===== config.mk =====
export PLATFORM = sky130hd
export DESIGN_NAME = decode_ctrl_pipe
export DESIGN_NICKNAME = d
export VERILOG_FILES = /design/src/rtl/decode_ctrl_pipe.sv
export SDC_FILE = /design/constraint.sdc
export NUM_CORES = 1
export LEC_CHECK = 0
export CAP_MARGIN = 20
export CORE_ASPECT_RATIO = 2
export CORE_MARGIN = 2
export CORE_UTILIZATION = 46
export DETAILED_ROUTE_END_ITERATION = 10
export PLACE_DENSITY = 0.84
export SLEW_MARGIN = 25
export SYNTH_ARGS = -nofsm -noshare
export SYNTH_HDL_FRONTEND = slang
export SYNTH_SLANG_ARGS = --single-unit

===== constraint.sdc =====
create_clock -name clk -period 4.1 [get_ports clk]
set_input_delay 0.82 -clock clk [delete_from_list [all_inputs] [get_ports clk]]
set_output_delay 0.82 -clock clk [all_outputs]
set_load 0.01 [all_outputs]

===== src/rtl/decode_ctrl_pipe.sv =====
// Decode-stage control with registered EX outputs, hi/lo interlock and GPIO decode.
// Define CTRL_BRANCH_EN to enable beq/bne resolution (BR_RESOLVE state, pc_src_EX).
package decode_ctrl_pipe_pkg;
  typedef struct packed {
    logic [3:0] alu_op;
    logic [4:0] shamt;
    logic       enhilo;
    logic [1:0] regsel;
    logic       regwrite;
    logic       rdrt;
    logic [1:0] alu_src;
    logic       illegal;
  } ex_ctrl_t;
endpackage

module decode_ctrl_pipe
  import decode_ctrl_pipe_pkg::*;
#(
  parameter int unsigned MULT_LAT = 4,
  parameter int unsigned GPIO_CH  = 2
) (
  input  logic               clk,
  input  logic               rst,
  input  logic               instr_valid,
  input  logic [31:0]        instr,
  input  logic               stall_in,
  input  logic               flush,
  input  logic               zero_EX,
  output logic [3:0]         alu_op,
  output logic [4:0]         shamt_EX,
  output logic               enhilo_EX,
  output logic [1:0]         regsel_EX,
  output logic               regwrite_EX,
  output logic               rdrt_EX,
  output logic [1:0]         alu_src_EX,
  output logic [GPIO_CH-1:0] gpio_out_en,
  output logic [GPIO_CH-1:0] gpio_in_en,
  output logic               pc_src_EX,
  output logic               stall_FETCH,
  output logic               illegal_EX,
  output logic               mult_busy
);
  localparam int unsigned CntW = 4;
`ifdef CTRL_BRANCH_EN
  localparam bit BranchEn = 1'b1;
`else
  localparam bit BranchEn = 1'b0;
`endif

  typedef enum logic [1:0] {IDLE = 2'd0, MULT_BUSY = 2'd1, BR_RESOLVE = 2'd2} state_t;

  state_t             state, state_nx;
  logic [CntW-1:0]    cnt, cnt_nx;
  ex_ctrl_t           ex_q, ex_nx, dec;
  logic [GPIO_CH-1:0] gpo_q, gpo_nx, gpi_q, gpi_nx, dec_gpo, dec_gpi, gpio_sel;
  logic               pc_q, pc_nx, stall_q, stall_nx, busy_q, busy_nx, bne_q, bne_nx;
  logic               dec_mult, dec_hilo, dec_br, dec_bne, rd_ok;
  logic [5:0]         opcode, funct;
  logic [4:0]         rd, shamt;

  assign opcode = instr[31:26];
  assign funct  = instr[5:0];
  assign rd     = instr[15:11];
  assign shamt  = instr[10:6];
  assign rd_ok  = (32'(rd) < GPIO_CH);

  always_comb begin
    gpio_sel = '0;
    for (int i = 0; i < int'(GPIO_CH); i++) gpio_sel[i] = (rd == 5'(i));
  end

  // Instruction decode; the all-zero word is a NOP, not sll.
  always_comb begin
    dec      = '0;
    dec_gpo  = '0;
    dec_gpi  = '0;
    dec_mult = 1'b0;
    dec_hilo = 1'b0;
    dec_br   = 1'b0;
    dec_bne  = 1'b0;
    if (instr == 32'd0) begin
      dec = '0;
    end else if (opcode == 6'd0) begin
      dec.regwrite = 1'b1;
      case (funct)
        6'h20, 6'h21: dec.alu_op = 4'b0100;
        6'h22, 6'h23: dec.alu_op = 4'b0101;
        6'h18, 6'h19: begin
          dec.alu_op   = {3'b011, funct[0]};
          dec.regwrite = 1'b0;
          dec.enhilo   = 1'b1;
          dec_mult     = 1'b1;
          dec_hilo     = 1'b1;
        end
        6'h24: dec.alu_op = 4'b0000;
        6'h25: dec.alu_op = 4'b0001;
        6'h27: dec.alu_op = 4'b0010;
        6'h26: dec.alu_op = 4'b0011;
        6'h2a: dec.alu_op = 4'b1100;
        6'h2b: dec.alu_op = 4'b1101;
        6'h00: begin
          dec.alu_op = 4'b1000;
          dec.shamt  = shamt;
        end
        6'h02: begin
          if (shamt == 5'd0) begin
            dec.regwrite = 1'b0;
            if (rd_ok) dec_gpo = gpio_sel;
            else       dec.illegal = 1'b1;
          end else begin
            dec.alu_op = 4'b1001;
            dec.shamt  = shamt;
          end
        end
        6'h03: begin
          if (shamt == 5'd0) begin
            if (rd_ok) begin
              dec_gpi = gpio_sel;
            end else begin
              dec.regwrite = 1'b0;
              dec.illegal  = 1'b1;
            end
          end else begin
            dec.alu_op = 4'b1010;
            dec.shamt  = shamt;
          end
        end
        6'h10: begin
          dec.regsel = 2'b01;
          dec_hilo   = 1'b1;
        end
        6'h12: begin
          dec.regsel = 2'b10;
          dec_hilo   = 1'b1;
        end
        default: begin
          dec.regwrite = 1'b0;
          dec.illegal  = 1'b1;
        end
      endcase
    end else begin
      case (opcode)
        6'h0f: begin dec.alu_op = 4'b1000; dec.shamt = 5'd16; dec.rdrt = 1'b1; dec.regwrite = 1'b1; end
        6'h08, 6'h09: begin dec.alu_op = 4'b0100; dec.alu_src = 2'd1; dec.rdrt = 1'b1; dec.regwrite = 1'b1; end
        6'h0c: begin dec.alu_op = 4'b0000; dec.alu_src = 2'd2; dec.rdrt = 1'b1; dec.regwrite = 1'b1; end
        6'h0d: begin dec.alu_op = 4'b0001; dec.alu_src = 2'd2; dec.rdrt = 1'b1; dec.regwrite = 1'b1; end
        6'h0e: begin dec.alu_op = 4'b0011; dec.alu_src = 2'd2; dec.rdrt = 1'b1; dec.regwrite = 1'b1; end
        6'h0a: begin dec.alu_op = 4'b1100; dec.alu_src = 2'd1; dec.rdrt = 1'b1; dec.regwrite = 1'b1; end
        6'h04, 6'h05: begin
          if (BranchEn) begin
            dec.alu_op = 4'b0101;
            dec_br     = 1'b1;
            dec_bne    = opcode[0];
          end else begin
            dec.illegal = 1'b1;
          end
        end
        default: dec.illegal = 1'b1;
      endcase
    end
  end

  // Next state: flush > stall_in > post-redirect discard > branch resolve > hi/lo hold > issue.
  always_comb begin
    state_nx = state;
    ex_nx    = ex_q;
    gpo_nx   = gpo_q;
    gpi_nx   = gpi_q;
    pc_nx    = pc_q;
    bne_nx   = bne_q;
    stall_nx = 1'b0;
    cnt_nx   = (cnt != '0) ? cnt - CntW'(1) : '0;
    if (flush) begin
      ex_nx    = '0;
      gpo_nx   = '0;
      gpi_nx   = '0;
      pc_nx    = 1'b0;
      state_nx = (cnt_nx != '0) ? MULT_BUSY : IDLE;
    end else if (stall_in) begin
      stall_nx = 1'b1;
    end else begin
      ex_nx    = '0;
      gpo_nx   = '0;
      gpi_nx   = '0;
      pc_nx    = 1'b0;
      state_nx = (cnt_nx != '0) ? MULT_BUSY : IDLE;
      if (pc_q) begin
        // slot after a taken branch holds a wrong-path instruction
        stall_nx = 1'b0;
      end else if (state == BR_RESOLVE) begin
        stall_nx = 1'b1;
        pc_nx    = bne_q ^ zero_EX;
      end else if (instr_valid && dec_hilo && (cnt != '0)) begin
        stall_nx = 1'b1;
      end else if (instr_valid) begin
        ex_nx  = dec;
        gpo_nx = dec_gpo;
        gpi_nx = dec_gpi;
        if (dec_mult) begin
          cnt_nx   = CntW'(MULT_LAT);
          state_nx = MULT_BUSY;
        end
        if (dec_br) begin
          state_nx = BR_RESOLVE;
          bne_nx   = dec_bne;
        end
      end
    end
    busy_nx = (cnt_nx != '0);
  end

  always_ff @(posedge clk) begin
    if (!rst) begin
      state   <= IDLE;
      cnt     <= '0;
      ex_q    <= '0;
      gpo_q   <= '0;
      gpi_q   <= '0;
      pc_q    <= 1'b0;
      bne_q   <= 1'b0;
      stall_q <= 1'b0;
      busy_q  <= 1'b0;
    end else begin
      state   <= state_nx;
      cnt     <= cnt_nx;
      ex_q    <= ex_nx;
      gpo_q   <= gpo_nx;
      gpi_q   <= gpi_nx;
      pc_q    <= pc_nx;
      bne_q   <= bne_nx;
      stall_q <= stall_nx;
      busy_q  <= busy_nx;
    end
  end

  assign alu_op      = ex_q.alu_op;
  assign shamt_EX    = ex_q.shamt;
  assign enhilo_EX   = ex_q.enhilo;
  assign regsel_EX   = ex_q.regsel;
  assign regwrite_EX = ex_q.regwrite;
  assign rdrt_EX     = ex_q.rdrt;
  assign alu_src_EX  = ex_q.alu_src;
  assign illegal_EX  = ex_q.illegal;
  assign gpio_out_en = gpo_q;
  assign gpio_in_en  = gpi_q;
  assign stall_FETCH = stall_q;
  assign mult_busy   = busy_q;
`ifdef CTRL_BRANCH_EN
  assign pc_src_EX   = pc_q;
`else
  assign pc_src_EX   = 1'b0;
`endif

endmodule


==> results.cfg <==
[setup_path]
critPathLaunchType = input pin
crit_path_end_kind = register
critical_path_arrival_ns = 3.06
r2r_start = cnt[3]$_SDFF_PN0_
path_max_fanout = 12
reg2regPathDepth = 5
cp.required_ns = 4.24
path_class = input pin to register
startpoint = instr[3]

[timing]
setup_viol_count_final = 0
setup_tns_ns = 0
rsz0062_at_grt = false
setup_slack_ns = 1.19
layout_min_cycle_time_ns = 2.91
drv_slew = 0
tightest_slew_ns = 0.567
finalHoldViolations = 0
fmax_ghz = 0.344
max_slew_margin_pct = 61.9
skew_ns = 0.00654
fin_crit_sh_pct = 71.0

[route]
first_iter_violations = 65
drc_errors = 0
routedWlPerCell_um = 14.1
postRouteAntennaNets = 0
firstDrtPassIters = 4
viasPerCell = 5.79
vias = 1651
wirelength_mm = 4.03

[clock_tree]
path_clk_slew_ns = 0.09
clk_latency_ns = 0.27
cts.sinks = 27
clock-root-buffer = clkbuf_8
hold_buffers = 0
cts_resized = 0
cts_buffers = 3
cts-htree-levels = 1
cts.path.max_buffers = 2
cts_tree = yes
cts_setup_buffers = 0

[logic_synthesis]
synth_xor_area_share_pct = 1.13
synth_top_family_by_area = simple AND/OR/NAND/NOR gates
synthMuxAreaShare_pct = 0.727
ys_types = 45
synth_top_area_share_pct = 34.9
ys_async_sr_fraction_pct = 0
synthFlopType = dfxtp_1
ys_seq_area_share_pct = 34.9
synth_edf_count = 0
synth_area_leaders = dfxtp_1 (35%), nand2_1 (8.0%), o21ai_0 (3.9%), nor2_1 (3.9%), nand3_1 (3.2%)
synth_fa_ha_area_share_pct = 0.646
syn_area_per_cell_sq_um = 7.67
synth_area_sq_mm = 0.00155
synthSimpleGateAreaFrac_pct = 33.3
syn_inst = 202
yosysWarningCount = 0
syn_nets = 240
synth_top_cell_by_area = dfxtp_1
synth_compound_area_share_pct = 22.5
ys_seq_elements = 27

[global_routing]
grt_pass1_vias = 1513
track_usage_pct = 21.9
grt.met1_usage_pct = 25.8
antenna_found_initial = 0
use_met2_pct = 40.1
busiest_layer = met2
grt_max_degree = 17
overflow = 0
grt_pass1_wl_mm = 6.64
use_met3_pct = 0.211

[outcome]
run_status = finished, final reports clean

[power]
clock_power_share_pct = 29.7
seq_power_share_pct = 52.3
swShare_pct = 24.9
p_per_area_mw_per_mm2 = 233
fin_total_pwr_w = 0.000504
vdd_drop_max_v = 0.000150
internal_power_w = 0.000378
p_leak_nw = 0.739
switchingPower_w = 0.000125
comb_power_share_pct = 17.9

[floorplan]
top_level_ports = 62
die_h_um = 86.1
rows = 29
coreArea_sq_mm = 0.00319
start_util_pct = 48.5
die_w_um = 45.0
die_area_sq_mm = 0.00388

[layout]
nNetsFinal = 293
fillerInstances = 282
multi_input_area_sq_um = 907
syn_to_final_growth_pct = 39.7
final_common_cell = clkdlybuf4s50_1
layout.cells.non_filler = 285
layout_common_cells = clkdlybuf4s50_1 (59), nand2_1 (33), dfxtp_1 (27), nor2_1 (16), o21ai_0 (12)
fin_area_sq_mm = 0.00216
diodes = 0
seqCellArea_sq_um = 541
drive_gt1_share_pct = 5.12

[min_path]
hold_class = register to register
hold-path-cell-count = 2
hold_start = shamt_EX[4]$_SDFFE_PP0N_

[placement]
hpwlAfterDp_mm = 3.26
port_buffers = 59
postPlaceCellArea_sq_mm = 0.00212
gp_congestion = 0.905
dp.cells = 281
pre_cts_slack_ns = 0.911

[run]
drv_cap = 0
## Yosys cell counts, types with 2 or more instances
master and instances:
nand2_1 33, dfxtp_1 27, nor2_1 16, o21ai_0 12, nand3_1 10, a21oi_1 9, inv_1 9, a31oi_1 7
clkbuf_1 6, o31ai_1 6, nand2b_1 5, nand4_1 4, nor2b_1 4, nor3b_1 4, or3_1 4, a211oi_1 3
buf_2 3, nor3_1 3, nor4_1 3, o21ai_1 3, and3_1 2, buf_6 2, nor4_2 2, nor4bb_1 2
o211ai_1 2, xnor2_1 2
## area by class of cell
| class | instances | share of cell area [%] |
|---|---|---|
| clock buffers | 3 | 1.91 |
| repair buffers | 60 | 27.6 |
| clock inverters | 1 | 0.231 |
| well taps | 31 | 1.79 |
| multi-input cells | 154 | 41.9 |
| inverters | 9 | 1.56 |
| flip-flops and latches | 27 | 25.0 |
## metal layers
layer	wire, um	vias up
met5	0	-
met4	57	0
met3	130	5
met2	2300	43
met1	1540	768
li1	-	835
## stage by stage
step	hold WS, ns	util [%]
after floorplan	0.468	-
after global placement	0.432	66.3
after detailed placement	0.439	66.3
after CTS	0.453	67.8
after global routing	0.474	67.8
final	0.447	67.8
## flip-flops by register name, summed over array words and instances, names as in the netlist
name / cells
shamt_EX: 5
alu_src_EX: 2
mult_busy: 1
illegal_EX: 1
gpio_in_en: 2
alu_op: 4
rdrt_EX: 1
gpio_out_en: 2
regwrite_EX: 1
enhilo_EX: 1
regsel_EX: 2
cnt: 4
stall_FETCH: 1
## logic make-up (layout without fill, tap and decap cells)
kind of cell,after synthesis,after routing
flip-flops,27,27
multiplexers,1,1
other,1,1
AO/OA/AOI/OAI,52,52
adder cells (fa/ha/maj),1,1
XOR/XNOR,2,2
buffers and inverters,21,73
AND/OR/NAND/NOR,97,97
## path summary, 6_finish.rpt
kind                                 endpoint  slack, ns
setup / recovery       alu_op[0]$_SDFFE_PP0N_       1.19
hold / removal       shamt_EX[4]$_SDFFE_PP0N_       0.45
setup reg to reg  gpio_out_en[0]$_SDFFE_PP0N_       2.19
hold reg to reg      shamt_EX[4]$_SDFFE_PP0N_       0.45
## critical path: stages
cell and delay, ns:
clkdlybuf4s50_1 0.75, mux2_2 0.39, nor4_1 0.52, a21oi_1 0.27, o211ai_4 0.19, a22oi_2 0.11
## power by group through the flow
stage | Combinational [W] | Sequential [W] | Clock, W
3_3_place_gp | 0.0000884 | 0.000270 | 0
3_5_place_dp | 0.0000899 | 0.000270 | 0
2_1_floorplan | 0.0000409 | 0.000270 | 0
6_report | 0.0000904 | 0.000264 | 0.000150
4_1_cts | 0.0000903 | 0.000264 | 0.000151
5_1_grt | 0.0000981 | 0.000264 | 0.000159
Note: power is estimated with default switching activity, not from simulation.
